==> src/rtl/score_keeper.sv <==
// Pong-style score keeper: tracks both scores, times the serve delay in frames
// and sequences IDLE -> SERVE_WAIT -> PLAY -> OVER.
module score_keeper #(
  parameter int unsigned WIN_SCORE    = 11,
  parameter int unsigned SERVE_FRAMES = 60
) (
  input  logic       clk,
  input  logic       reset,
  input  logic       vsync_tick,
  input  logic       ball_out_left,
  input  logic       ball_out_right,
  input  logic       start,
  output logic [3:0] counter_left,
  output logic [3:0] counter_right,
  output logic       serve,
  output logic       serve_dir,
  output logic       game_over,
  output logic [1:0] state
);

  typedef enum logic [1:0] {
    StIdle      = 2'd0,
    StServeWait = 2'd1,
    StPlay      = 2'd2,
    StOver      = 2'd3
  } state_e;

  localparam logic [3:0] WinScore    = 4'(WIN_SCORE);
  localparam logic [7:0] ServeFrames = 8'(SERVE_FRAMES);

  state_e     state_q, state_d;
  logic [7:0] timer_q, timer_d;
  logic [3:0] left_q, left_d;
  logic [3:0] right_q, right_d;
  logic       serve_q, serve_d;
  logic       dir_q, dir_d;
  logic       over_q, over_d;

  logic [3:0] left_inc;
  logic [3:0] right_inc;

  // Saturate at the winning score so a counter can never wrap.
  always_comb begin
    left_inc  = (left_q < WinScore) ? left_q + 4'd1 : left_q;
    right_inc = (right_q < WinScore) ? right_q + 4'd1 : right_q;
  end

  always_comb begin
    state_d = state_q;
    timer_d = timer_q;
    left_d  = left_q;
    right_d = right_q;
    serve_d = 1'b0;
    dir_d   = dir_q;
    over_d  = over_q;

    if (start) begin
      // A restart wins over anything else happening this cycle, in any state.
      state_d = StServeWait;
      timer_d = ServeFrames;
      left_d  = 4'd0;
      right_d = 4'd0;
      dir_d   = 1'b0;
      over_d  = 1'b0;
    end else begin
      unique case (state_q)
        StIdle: begin
        end
        StServeWait: begin
          if (vsync_tick) begin
            if (timer_q <= 8'd1) begin
              timer_d = 8'd0;
              serve_d = 1'b1;
              state_d = StPlay;
            end else begin
              timer_d = timer_q - 8'd1;
            end
          end
        end
        StPlay: begin
          if (ball_out_left && ball_out_right) begin
            state_d = StServeWait;
            timer_d = ServeFrames;
          end else if (ball_out_left) begin
            right_d = right_inc;
            dir_d   = 1'b0;
            if (right_inc == WinScore) begin
              state_d = StOver;
              over_d  = 1'b1;
            end else begin
              state_d = StServeWait;
              timer_d = ServeFrames;
            end
          end else if (ball_out_right) begin
            left_d = left_inc;
            dir_d  = 1'b1;
            if (left_inc == WinScore) begin
              state_d = StOver;
              over_d  = 1'b1;
            end else begin
              state_d = StServeWait;
              timer_d = ServeFrames;
            end
          end
        end
        StOver: begin
        end
        default: state_d = StIdle;
      endcase
    end
  end

  always_ff @(posedge clk or negedge reset) begin
    if (!reset) begin
      state_q <= StIdle;
      timer_q <= 8'd0;
      left_q  <= 4'd0;
      right_q <= 4'd0;
      serve_q <= 1'b0;
      dir_q   <= 1'b0;
      over_q  <= 1'b0;
    end else begin
      state_q <= state_d;
      timer_q <= timer_d;
      left_q  <= left_d;
      right_q <= right_d;
      serve_q <= serve_d;
      dir_q   <= dir_d;
      over_q  <= over_d;
    end
  end

  assign counter_left  = left_q;
  assign counter_right = right_q;
  assign serve         = serve_q;
  assign serve_dir     = dir_q;
  assign game_over     = over_q;
  assign state         = state_q;

endmodule

==> config.mk <==
export PLATFORM = sky130hd
export DESIGN_NAME = score_keeper
export DESIGN_NICKNAME = d
export VERILOG_FILES = /design/src/rtl/score_keeper.sv
export SDC_FILE = /design/constraint.sdc
export NUM_CORES = 1
export LEC_CHECK = 0
export CORE_UTILIZATION = 50
export CTS_CLUSTER_SIZE = 20
export DETAILED_ROUTE_END_ITERATION = 8
export PLACE_DENSITY_LB_ADDON = 0.08
export SETUP_SLACK_MARGIN = 0.5
export SYNTH_ARGS = -nofsm -noshare
export SYNTH_HDL_FRONTEND = slang
export SYNTH_SLANG_ARGS = --single-unit
==> constraint.sdc <==
create_clock -name clk -period 2.7 [get_ports clk]
set_input_delay 0.405 -clock clk [delete_from_list [all_inputs] [get_ports clk]]
set_output_delay 0.405 -clock clk [all_outputs]
set_load 0.1 [all_outputs]
==> flow_summary.json <==
{
  "outcome": "completed",
  "grt_start_max_net_pins": 17,
  "required_ns": 2.88,
  "ys_warn_count": 0,
  "skew_ns": 0.00174,
  "hpwl_mm": 2.42,
  "synth_top_family_by_area": "compound AO/OA/AOI/OAI gates",
  "critPathMaxFanout": 6,
  "route.detailed.wl_per_inst_um": 16.5,
  "final_nets": 174,
  "drt_iter0_markers": 25,
  "clk_latency_ns": 0.31,
  "fin_ws_ns": 0.606,
  "grt_pass1_vias": 1163,
  "power_leakage_uw": 0.000638,
  "reg2reg_slack_ns": 0.61,
  "areaGrowthSynthToFinish_pct": 21.4,
  "irDropWorstVdd_v": 0.000378,
  "drive_gt1_share_pct": 27.0,
  "io_buffer_count": 18,
  "cts.clk_slew.worst_paths_ns": 0.12,
  "antenna_found_initial": 0,
  "rsz0062_at_grt": "no",
  "yosysSeqAreaShare_pct": 39.5,
  "numClockSinks": 21,
  "rr_worst_depth": 5,
  "ys_ff_latch": 21,
  "first_pass_iters": 4,
  "die_area_um2": 2870,
  "p_int_uw": 426,
  "vias": 1220,
  "core.rowCount": 18,
  "die_h_um": 53.6,
  "power_density_nw_per_um2": 370,
  "syn_nets": 152,
  "synth-xor-area-share_pct": 2.63,
  "wl_met3_um": 99,
  "met2_length_mm": 1.64,
  "power_frac_clock_pct": 25.9,
  "r2r_end": "timer_q[3]",
  "hold_class": "primary input to async pin",
  "routed.top_layer": "met4",
  "synth-compound-area-share_pct": 24.5,
  "maxCapViolCount": 0,
  "die_w_um": 53.6,
  "synthesis.area_um2": 1330,
  "core_region_area_um2": 2500,
  "setup_viol": 0,
  "synth_cell_types": 44,
  "wl_met1_mm": 1.37,
  "preCtsSetupSlack_ns": 0.277,
  "grt_usage_pct": 25.7,
  "synth-async-reset-ratio_pct": 100,
  "cts_root_buffer": "clkbuf_4",
  "clock_path_buffers": 2,
  "arrival_ns": 2.27,
  "finalMaxSlewViolations": 0,
  "synth.area.mux_share_pct": 1.13,
  "diodes": 0,
  "max_slew_margin_pct": 51.5,
  "grt_remaining_overflow": 0,
  "synth_fa_ha_area_share_pct": 3.76,
  "cp-start-kind": "register",
  "io_pins": 19,
  "p_switching_uw": 173,
  "criticalPathCategory": "register to register",
  "finalHoldViolations": 0,
  "tightest_slew_ns": 0.725,
  "avgSynthCellArea_um2": 9.38,
  "yosys.area_share.simple_pct": 23.9,
  "drt-total-wl_mm": 3.18,
  "via_per_inst": 6.32,
  "gp_congestion": 0.869,
  "worstReg2RegStart": "counter_left[0]",
  "drc": 0,
  "cts_buffers": 3,
  "fmax_mhz": 478,
  "p_comb_share_pct": 16.5,
  "crit_start": "counter_left[0]",
  "tritoncts": "done",
  "seq_power_share_pct": 57.6,
  "finalCritPeriodShare_pct": 77.5,
  "synth_edf_count": 0,
  "synthCells": 142,
  "tns_ns": 0,
  "initial_core_util_pct": 53.3,
  "antenna_left": 0,
  "grt_pass1_wl_mm": 5.28,
  "power_uw": 599,
  "switching_share_pct": 28.9,
  "synth_ff_type": "dfrtp_1",
  "min_period_ns": 2.09,
  "end_kind": "register",
  "cts_htree_levels": 1
}
-- layout make-up --
| class | count | area [um2] |
|---|---|---|
| sequential | 21 | 544 |
| tap | 30 | 37.5 |
| clock buffer | 3 | 22.5 |
| clock inverter | 1 | 5.00 |
| timing repair buffer | 21 | 170 |
| inverter | 10 | 37.5 |
| multi-input combinational | 107 | 800 |
| fill | 210 | 883 |
-- flip-flops by register name, summed over array words and instances (netlist names) --
signal,flops
timer_q,8
counter_left,4
counter_right,4
state,2
game_over,1
serve,1
serve_dir,1
-- critical path, cell delays in order, from the launching register on --
cell and delay, ns:
dfrtp_4 0.55, ha_4 0.28, or3b_4 0.40, a2111oi_4 0.37, or3_4 0.24, o221ai_1 0.12
-- worst max path at each step --
| stage | endpoint | slack [ns] |
|---|---|---|
| floorplan | timer_q[0] | 0.52 |
| global placement | timer_q[3] | 0.37 |
| CTS | timer_q[5] | 0.51 |
| detailed placement | timer_q[3] | 0.28 |
| global route | timer_q[3] | 0.50 |
| finish | timer_q[3] | 0.61 |
-- per-layer routing --
layer,global-route usage (%),vias up
li1,-,577
met5,0,-
met3,2.54,8
met4,11.8,0
met2,45.6,32
met1,31.1,603
-- timing repair --
item	CTS	global route
setup endpoints to repair	0	6
hold buffers	0	0
resized for setup	0	3
setup buffers	0	0
-- stage by stage --
step,instance area (um2),utilization (%),cells,hold WS [ns]
after floorplan,1390,-,142,0.109
after global routing,1620,64.7,193,0.566
after global placement,1570,63.0,189,0.508
final,1620,64.7,193,0.512
after detailed placement,1570,63.0,189,0.510
after CTS,1600,64.1,193,0.525
-- cell usage after synthesis (2+ instances only) --
| cell type | count | area (um2) |
|---|---|---|
| nand3_1 | 6 | 30.0 |
| a31oi_1 | 5 | 31.3 |
| nor2_1 | 16 | 60.1 |
| o31ai_1 | 3 | 22.5 |
| or3b_4 | 2 | 22.5 |
| o221ai_1 | 3 | 26.3 |
| xor2_1 | 4 | 35.0 |
| nor4_1 | 2 | 12.5 |
| inv_1 | 10 | 37.5 |
| nor3_1 | 5 | 25.0 |
| a41oi_1 | 2 | 17.5 |
| a21oi_1 | 8 | 40.0 |
| nand2_1 | 9 | 33.8 |
| o21ai_0 | 8 | 40.0 |
| ha_1 | 4 | 50.1 |
| a211oi_1 | 2 | 15.0 |
| and4bb_2 | 2 | 25.0 |
| clkbuf_1 | 2 | 7.51 |
| or3_1 | 3 | 18.8 |
| dfrtp_1 | 21 | 526 |
| nand3b_1 | 2 | 15.0 |
-- power groups by stage --
| stage | logic, uW | clock network, uW | registers, uW |
|---|---|---|---|
| final | 98.7 | 155 | 345 |
| after global routing | 112 | 173 | 348 |
| after CTS | 96.0 | 160 | 345 |
| after detailed placement | 95.8 | 0 | 351 |
| after global placement | 93.8 | 0 | 351 |
| after floorplan | 65.8 | 0 | 347 |
-- cell usage in the layout, fill, tap and decap left out, drive strengths merged, types with 2 or more instances in the layout --
cell / instances
dfrtp: 21
a41oi: 2
nand2: 9
nand3: 6
o21ai: 8
nor2: 16
a211oi: 2
nand3b: 2
a31oi: 5
o31ai: 3
clkbuf: 3
buf: 16
ha: 4
and4bb: 2
nor3: 5
clkdlybuf4s50: 5
o41ai: 2
or3b: 3
inv: 10
o221ai: 3
or3: 3
xor2: 4
a21oi: 8
a2111oi: 3
nor4: 2
-- kinds of logic after synthesis --
| family | after synthesis |
|---|---|
| fa+ha+maj | 4 |
| compound gates | 42 |
| flops | 21 |
| xor+xnor | 4 |
| simple gates | 56 |
| buf+inv | 14 |
| mux | 1 |
(Power assumes the default switching activity.)
